--- src/rtl/parser_pkg.sv ---
// ---------------------------------------------------------------------------
// parser_pkg
// Shared definitions for the OBU header parsers and their bit reader.
//   PARSER_DATA_WIDTH : width of the bit window handed to every header parser
//   PAD_LEN_W         : width of a partial-consume amount (0..PARSER_DATA_WIDTH-1)
//   pad_len_t         : type of the partial-consume amount
// ---------------------------------------------------------------------------
package parser_pkg;

  localparam int PARSER_DATA_WIDTH = 32;
  localparam int PAD_LEN_W         = $clog2(PARSER_DATA_WIDTH);

  typedef logic [PAD_LEN_W-1:0] pad_len_t;

endpackage

--- src/rtl/parser_bit_reader.sv ---
// ---------------------------------------------------------------------------
// parser_bit_reader
// Bit-level stream supplier for the OBU header parsers. Bytes arrive from the
// OBU framing stage over valid/ready and are packed MSB-first into a bit
// buffer. The active parser sees the oldest PARSER_DATA_WIDTH bits and
// consumes a full window (pop) or a partial window (pad/pad_len).
//
// Ports:
//   i_clk          : clock, everything on the rising edge
//   i_rst          : synchronous active-high reset
//   i_in_data      : upstream word, MSB is the first bit in stream order
//   i_in_valid     : i_in_data is valid
//   o_in_ready     : the word is accepted this cycle when valid
//   i_flush        : drop all buffered bits, counters and error (OBU boundary)
//   o_data_out     : next unread bits, MSB is the oldest bit
//   o_data_valid   : o_data_out holds PARSER_DATA_WIDTH real bits
//   i_pop          : consume PARSER_DATA_WIDTH bits
//   i_pad          : consume i_pad_len bits
//   i_pad_len      : partial consume amount
//   o_bit_count    : bits consumed since reset/flush, wraps modulo 2^32
//   o_byte_aligned : o_bit_count is a multiple of 8
//   o_err          : sticky protocol-violation flag
// ---------------------------------------------------------------------------
module parser_bit_reader
  import parser_pkg::*;
#(
  parameter int IN_WIDTH  = 8,
  parameter int BUF_WIDTH = 2 * PARSER_DATA_WIDTH
) (
  input  logic                         i_clk,
  input  logic                         i_rst,
  input  logic [IN_WIDTH-1:0]          i_in_data,
  input  logic                         i_in_valid,
  output logic                         o_in_ready,
  input  logic                         i_flush,
  output logic [PARSER_DATA_WIDTH-1:0] o_data_out,
  output logic                         o_data_valid,
  input  logic                         i_pop,
  input  logic                         i_pad,
  input  pad_len_t                     i_pad_len,
  output logic [31:0]                  o_bit_count,
  output logic                         o_byte_aligned,
  output logic                         o_err
);

  localparam int OCC_W = $clog2(BUF_WIDTH + 1);
  // One extra bit so occupancy sums and differences never wrap.
  localparam int SUM_W = OCC_W + 1;

  logic [BUF_WIDTH-1:0]  r_buf;
  logic [OCC_W-1:0]      r_occ;
  logic [31:0]           r_bit_count;
  logic                  r_err;

  logic [SUM_W-1:0]      w_occ_ext;
  logic                  w_data_valid;
  logic                  w_in_ready;
  logic                  w_fire;
  logic [SUM_W-1:0]      w_consumed;
  logic                  w_proto_err;
  logic [SUM_W-1:0]      w_remain;
  logic [OCC_W-1:0]      w_next_occ;
  logic [BUF_WIDTH-1:0]  w_shifted;
  logic [BUF_WIDTH-1:0]  w_insert;
  logic [BUF_WIDTH-1:0]  w_next_buf;

  assign w_occ_ext    = {1'b0, r_occ};
  assign w_data_valid = (w_occ_ext >= SUM_W'(PARSER_DATA_WIDTH));

  // Readiness looks only at the registered occupancy, so a full buffer stays
  // not-ready during the cycle of a pop and recovers on the following cycle.
  assign w_in_ready = !i_rst && !i_flush &&
                      ((w_occ_ext + SUM_W'(IN_WIDTH)) <= SUM_W'(BUF_WIDTH));
  assign w_fire     = i_in_valid && w_in_ready;

  // Consume arbitration: consuming with no full window is refused outright;
  // pop and pad together keeps the pad and flags the dropped pop.
  always_comb begin
    w_consumed  = '0;
    w_proto_err = 1'b0;
    if ((i_pop || i_pad) && !w_data_valid) begin
      w_proto_err = 1'b1;
    end else if (i_pop && i_pad) begin
      w_consumed  = SUM_W'(i_pad_len);
      w_proto_err = 1'b1;
    end else if (i_pop) begin
      w_consumed  = SUM_W'(PARSER_DATA_WIDTH);
    end else if (i_pad) begin
      w_consumed  = SUM_W'(i_pad_len);
    end
  end

  // Any accepted consume is at most PARSER_DATA_WIDTH and only happens with a
  // full window, so w_remain can never go negative.
  assign w_remain   = w_occ_ext - w_consumed;
  assign w_next_occ = OCC_W'(w_remain + (w_fire ? SUM_W'(IN_WIDTH) : SUM_W'(0)));

  // Bits below the valid region are kept at zero (reset and flush clear the
  // buffer, and the left shift fills with zeros), so the new word can simply
  // be OR-ed in right behind the last remaining valid bit.
  assign w_shifted  = r_buf << w_consumed;
  assign w_insert   = {i_in_data, {(BUF_WIDTH-IN_WIDTH){1'b0}}} >> w_remain;
  assign w_next_buf = w_fire ? (w_shifted | w_insert) : w_shifted;

  // State update; reset and flush both return the reader to an empty stream.
  always_ff @(posedge i_clk) begin
    if (i_rst || i_flush) begin
      r_buf       <= '0;
      r_occ       <= '0;
      r_bit_count <= '0;
      r_err       <= 1'b0;
    end else begin
      r_buf       <= w_next_buf;
      r_occ       <= w_next_occ;
      r_bit_count <= r_bit_count + 32'(w_consumed);
      if (w_proto_err) begin
        r_err <= 1'b1;
      end
    end
  end

  assign o_in_ready     = w_in_ready;
  assign o_data_valid   = w_data_valid;
  assign o_data_out     = r_buf[BUF_WIDTH-1 -: PARSER_DATA_WIDTH];
  assign o_bit_count    = r_bit_count;
  assign o_byte_aligned = (r_bit_count[2:0] == 3'd0);
  assign o_err          = r_err;

endmodule

--- config.mk ---
export PLATFORM = sky130hd
export DESIGN_NAME = parser_bit_reader
export DESIGN_NICKNAME = d
export VERILOG_FILES = /design/src/rtl/parser_pkg.sv /design/src/rtl/parser_bit_reader.sv
export SDC_FILE = /design/constraint.sdc
export NUM_CORES = 1
export LEC_CHECK = 0
export CORE_MARGIN = 2
export CORE_UTILIZATION = 33
export CTS_CLUSTER_SIZE = 12
export DETAILED_ROUTE_END_ITERATION = 8
export GPL_TIMING_DRIVEN = 0
export SETUP_SLACK_MARGIN = 0.2
export SLEW_MARGIN = 10
export SYNTH_ARGS = -nofsm -noshare
export SYNTH_HDL_FRONTEND = slang
export SYNTH_SLANG_ARGS = --single-unit
export TNS_END_PERCENT = 50
--- constraint.sdc ---
create_clock -name i_clk -period 4.6 [get_ports i_clk]
set_clock_uncertainty 0.1 [all_clocks]
set_input_delay 0.69 -clock i_clk [delete_from_list [all_inputs] [get_ports i_clk]]
set_output_delay 0.69 -clock i_clk [all_outputs]
set_load 0.01 [all_outputs]
==> results of run 1 <==
cell type report:
type | instances | area, um2 | area share
clock inverters | 7 | 91.34 | 0.007839
repair buffers | 104 | 1006 | 0.08634
multi-input cells | 1001 | 6817 | 0.5851
inverters | 29 | 116.4 | 0.009987
well taps | 378 | 473.0 | 0.04059
flip-flops and latches | 104 | 2083 | 0.1788
diodes | 1 | 2.502 | 0.0002148
plain buffers | 132 | 837.1 | 0.07184
clock buffers | 9 | 225.2 | 0.01933
registers in the layout, indices dropped and copies added (netlist names):
register,cells
r_buf,64
o_bit_count,32
r_occ,7
o_err,1
placed cells by master, fill, tap and decap left out, types with 16 or more instances in the layout:
master / count
inv_1: 23
o22ai_1: 33
o21ai_0: 57
buf_4: 62
dfxtp_1: 103
clkdlybuf4s50_1: 83
nand2_1: 137
xnor2_1: 16
clkbuf_1: 22
o211ai_1: 25
a31oi_1: 23
mux2_2: 34
nor2_1: 117
nand3_1: 55
a21oi_1: 81
a22oi_1: 27
buf_2: 36
mux2i_1: 64
nor3_1: 22
per-layer routing:
metal,vias to the layer above,routed length [um]
li1,4887,-
met1,5506,23270
met2,776,24270
met3,193,5257
met4,0,4073
met5,-,0
how the worst max path moves through the flow:
stage | depth (start not counted) | start | slack (ps) | end
after floorplan | 14 | i_pad | 630 | r_buf[33]
after global placement | 16 | i_pad | -2080 | r_buf[21]
after detailed placement | 16 | i_pad | -1870 | r_buf[21]
after CTS | 15 | i_pad | 170 | o_bit_count[25]
after global routing | 16 | i_pad_len[1] | 210 | r_buf[46]
final | 14 | r_occ[5] | 310 | r_buf[33]
tightest hold or removal path, stage by stage (launching register included):
cell     delay (ps)
dfxtp_1         350
nor2_1           50
nor2_1           60
metrics by stage:
stage | setup slack [ps] | hold WS (ps) | cell area (um2) | utilization
2_1_floorplan | 628.4 | 404.9 | 9453 | -
3_3_place_gp | -2081 | 378.5 | 10770 | 0.3844
3_5_place_dp | -1870 | 371.9 | 10770 | 0.3844
4_1_cts | 166.6 | 396.6 | 11520 | 0.4114
5_1_grt | 207.5 | 418.3 | 11650 | 0.4159
6_report | 307.6 | 390.9 | 11650 | 0.4160
what timing repair did:
item                                    in CTS  in global routing
gates resized for setup                     86                 26
pin swaps                                   10                  2
buffers inserted                            15                  5
gates cloned                                 0                  0
endpoints found under the setup margin      94                 82
logic make-up (layout without fill, tap and decap cells):
kind of cell,after synthesis,count (layout),share of synthesized area
multiplexers,105,105,0.1197
AND/OR/NAND/NOR,439,439,0.2158
other,0,1,0
buffers and inverters,161,281,0.08842
XOR/XNOR,34,34,0.03230
AO/OA/AOI/OAI,406,406,0.2998
adder cells (fa/ha/maj),17,17,0.02383
flip-flops,104,104,0.2203
report_power, final:
part / internal (mW) / switching (mW)
Sequential: 1.01 / 0.182
Clock: 0.395 / 0.459
Combinational: 1.92 / 3.90
==> results.yml, run 1 <==
critical_path:
  max_stage_delay_ps: 470
  cpLargestDelayFamily: "compound AO/OA/AOI/OAI gates"
  critPathSlowestCell: "dfxtp_2"
  r2r-end: "r_buf[33]"
  cp_max_fo: 10
  start_kind: "flop"
  path_class: "reg -> reg"
  r2r_start: "r_occ[5]"
  arrival_ps: 4410
  critPathBufInv: 4
  crit_top_cell: "buf_4"
  endpoint_kind: "flop"
  regToRegSetupSlack_ps: 310
  reg2regPathDepth: 14
  worst_ep_required_time_ps: 4710
  worstPathCellList: "buf_4 > o21a_2 > and2_1 > buf_6 > inv_4 > buf_4 > ha_1 > or2_2 > a211oi_4 > a21o_1 > nor2_1 > a22o_2 > a2111oi_1 > nor3_1"
clock_network:
  clock-sinks: 104
  path_clk_slew_ps: 100
  cts_hold_buf: 0
  clk_path_buf_depth: 2
  clkLatencyLatePin_ps: 390
  cts_max_level: 3
  cts_tree: "yes"
  cts_made_buffers: 9
  root_buffer: "clkbuf_16"
synthesis:
  synth_most_common_cell: "nand2_1"
  synth_edf_count: 0
  syn_nets: 1301
  synthTopCellsByCount: "nand2_1, nor2_1, dfxtp_1, a21oi_1, mux2i_1"
  syn_avg_cell_area_um2: 7.467
  yosysTopAreaCell: "dfxtp_1"
  netlist_area_mm2: 0.009453
  ys.flop_type: "dfxtp_1"
  async_reset_ff_frac: 0
  yosysUniqueCellTypes: 91
  synthCells: 1266
  synth_area_leaders: "dfxtp_1, mux2i_1, nand2_1, nor2_1, a21oi_1"
  synth_top_area_frac: 0.2203
  yosys_register_bits: 104
  ys_warn_count: 0
  yosysSeqAreaShare: 0.2203
detailed_routing:
  num_vias: 11360
  finalWirelength_um: 56870
  drt_iter0_markers: 1361
  routedWlPerCell_um: 32.22
  vias_per_cell: 6.437
  ant_nets: 0
  drc: 0
  drt_pass1_iterations: 6
power:
  ir_drop_v: 0.0006370
  p_leak_nw: 4.272
  total_power_mw: 7.869
  power.density_mw_per_mm2: 675.4
grt:
  grtUsageMet2: 0.5613
  overflow: 0
  grt_util_met1: 0.4766
  use_met3: 0.07390
  busiest_layer: "met2"
  grt_pass1_wl_um: 79490
  grt_pass1_vias: 10640
  grt_max_degree: 23
  antenna_found_initial: 3
  gr-usage-all-layers: 0.3666
cells_and_area:
  num-fill-cells: 2947
  synthToLayoutAreaGrowth_pct: 23.26
  drive_gt1_frac: 0.1854
  nets: 1416
  stdcell_count: 1765
floorplan:
  die_w_um: 173.3
  die-height_um: 173.3
  io_pins: 87
  std_cell_rows: 61
  die_area_mm2: 0.03002
  start_util: 0.3375
  design.core.area_mm2: 0.02801
timing:
  fin_crit_sh: 0.9331
  min_period_ps: 4292
  setup_viol: 0
  slew_viol_final: 0
  relSlewSlack: 0.005411
  max_freq_mhz: 233.0
  rsz0062_at_grt: "no"
  tns_ps: 0
  worst_pin_slew_ps: 1479
  hold_viol: 0
outcome:
  violations: "max-capacitance violations"
  status: "finished, violations left"
place:
  dp.cells: 1728
  port_buffers: 84
  gp_congestion: 1.051
  hpwl_um: 44290
hold_path:
  hold_path_class: "reg -> reg"
  hold_end: "o_err"
  min-delay-start: "o_err"
  worstHoldPathCells: 2
run:
  maxCapViolCount: 1
No activity file was read; power rests on OpenSTA's default activity.
==> run 2: changes to the inputs <==
CTS_BUF_LIST = sky130_fd_sc_hd__clkbuf_8   (was not set)
SKIP_LAST_GASP = 1   (was not set)
==> results.yml, run 2 (synthesized netlist as in run 1, its figures left out) <==
cells_and_area:
  drive_gt1_frac: 0.1837
  synthToLayoutAreaGrowth_pct: 22.36
  final_util: 0.4129
  final_common_cell: "nand2_1"
  num-fill-cells: 2949
  largest_register: "r_buf"
  nets: 1413
  final_area_mm2: 0.01157
  final_cell_mix: "nand2_1, nor2_1, dfxtp_1, clkdlybuf4s50_1, a21oi_1"
  largest_register_ffs: 64
detailed_routing:
  num_vias: 11410
  dr_wl_met2_um: 24160
  top_layer: "met4"
  wl_met1_um: 23180
  wl_met3_um: 5373
  ant_nets: 0
  finalWirelength_um: 56700
  drc: 0
  drt_iter0_markers: 1301
  routedWlPerCell_um: 32.16
  drt_pass1_iterations: 6
  vias_per_cell: 6.470
power:
  power.density_mw_per_mm2: 667.6
  p_switching_mw: 4.537
  ir_drop_v: 0.0006143
  p_leak_nw: 4.217
  switching_share: 0.5876
  power.internal_mw: 3.184
  p_comb_frac: 0.760
  clkPwrFrac: 0.085
  total_power_mw: 7.721
  share_seq_of_total_power: 0.155
clock_network:
  clkLatencyLatePin_ps: 430
  cts_made_buffers: 9
  cts_max_level: 3
  root_buffer: "clkbuf_8"
  clk_path_buf_depth: 2
  path_clk_slew_ps: 120
  clock-sinks: 104
  cts_tree: "yes"
timing:
  fin_crit_sh: 0.9514
  relSlewSlack: 0.06119
  worst_slack_ps: 223.5
  min_period_ps: 4376
  max_freq_mhz: 228.5
  whs_ps: 404.2
  worst_pin_slew_ps: 1396
  rsz0062_at_grt: "yes"
  hold_viol: 0
  slew_viol_final: 0
  setup_viol: 0
critical_path:
  crit_top_cell: "buf_8"
  cp_max_fo: 11
  endpoint_kind: "flop"
  r2r_start: "r_occ[6]"
  reg2regPathDepth: 16
  cp-startpoint: "i_pad"
  r2r-end: "r_buf[39]"
  arrival_ps: 4520
  worst_ep_required_time_ps: 4740
  worstPathCellList: "clkdlybuf4s50_1 > o211ai_2 > inv_2 > buf_8 > buf_8 > ha_1 > fa_2 > clkbuf_2 > clkbuf_4 > mux4_2 > nor2_1 > a21oi_2 > mux2_2 > and2_1 > a22oi_1 > a21oi_1"
  setup.worst_path.end: "r_buf[39]"
  max_stage_delay_ps: 540
  start_kind: "primary input"
  critPathSlowestCell: "clkdlybuf4s50_1"
  regToRegSetupSlack_ps: 330
  path_class: "in -> reg"
place:
  gp_congestion: 1.051
  placed_area_mm2: 0.01077
  port_buffers: 84
  place_ws_ps: -1870
  hpwl_um: 44290
grt:
  antenna_found_initial: 3
  overflow: 0
  grt_pass1_wl_um: 79680
  gr-usage-all-layers: 0.3672
  grt_pass1_vias: 10690
  grt_max_degree: 23
floorplan:
  io_pins: 87
  die_area_mm2: 0.03002
  std_cell_rows: 61
  start_util: 0.3375
  die_w_um: 173.3
  die-height_um: 173.3
  design.core.area_mm2: 0.02801
outcome:
  status: "complete, no violations"
hold_path:
  hold_path_class: "reg -> reg"
run:
  maxCapViolCount: 0
run 2: cell types whose count changed in the layout (fill, tap and decap cells not counted), moves of 2 or more:
cell and delta:
clkbuf_8 +9, clkbuf_4 +3, buf_6 -2, clkbuf_16 -9, buf_2 -3, clkbuf_2 -2, a22o_2 -2
run 2: area by class of cell:
class / count / area, um2 / area share
multi-input combinational: 1001 / 6843 / 0.5916
sequential: 104 / 2083 / 0.1801
timing repair buffer: 102 / 988.4 / 0.08546
buffer: 131 / 842.1 / 0.07280
tap: 378 / 473.0 / 0.04089
clock buffer: 9 / 123.9 / 0.01071
inverter: 29 / 116.4 / 0.01006
clock inverter: 7 / 91.34 / 0.007897
antenna: 2 / 5.005 / 0.0004327
run 2: power by group through the flow:
stage | clock network, mW | logic, mW | registers (mW)
finish | 0.658 | 5.87 | 1.19
detailed placement | 0 | 4.96 | 1.20
global route | 0.694 | 6.08 | 1.20
CTS | 0.658 | 5.53 | 1.18
global placement | 0 | 5.01 | 1.20
floorplan | 0 | 3.13 | 1.11
run 2: how the worst min path moves through the flow:
| stage | start | to | slack (ps) | cells after the start |
|---|---|---|---|---|
| floorplan | o_err | o_err | 400 | 2 |
| global placement | o_err | o_err | 380 | 2 |
| detailed placement | o_err | o_err | 370 | 2 |
| CTS | o_err | o_err | 410 | 2 |
| global route | o_err | o_err | 430 | 2 |
| finish | o_err | o_err | 400 | 2 |
run 2: timing repair:
item,in CTS,in global routing
buffers inserted,13,5
pin swaps,8,3
resized for setup,81,36
hold buffers,0,0
gates cloned,0,0
endpoints found under the setup margin,91,79
run 2: through the flow:
stage               TNS, ps  instances
CTS                       0       1757
detailed placement  -110360       1728
global route              0       1761
global placement    -123000       1728
finish                    0       1763
floorplan                 0       1266
run 2: worst max-delay path, delay by kind of cell:
| kind | cells | cell delay, ps |
|---|---|---|
| muxes | 2 | 680 |
| adders and majority gates | 2 | 660 |
| buffers and inverters | 6 | 1460 |
| and+or+nand+nor | 2 | 360 |
| AOI/OAI and AO/OA | 4 | 650 |
run 2: routing by layer:
layer  vias up  GRT usage
met5         -          0
met4         0     0.2150
met3       180    0.07544
met2       822     0.5615
met1      5532     0.4782
li1       4873          -
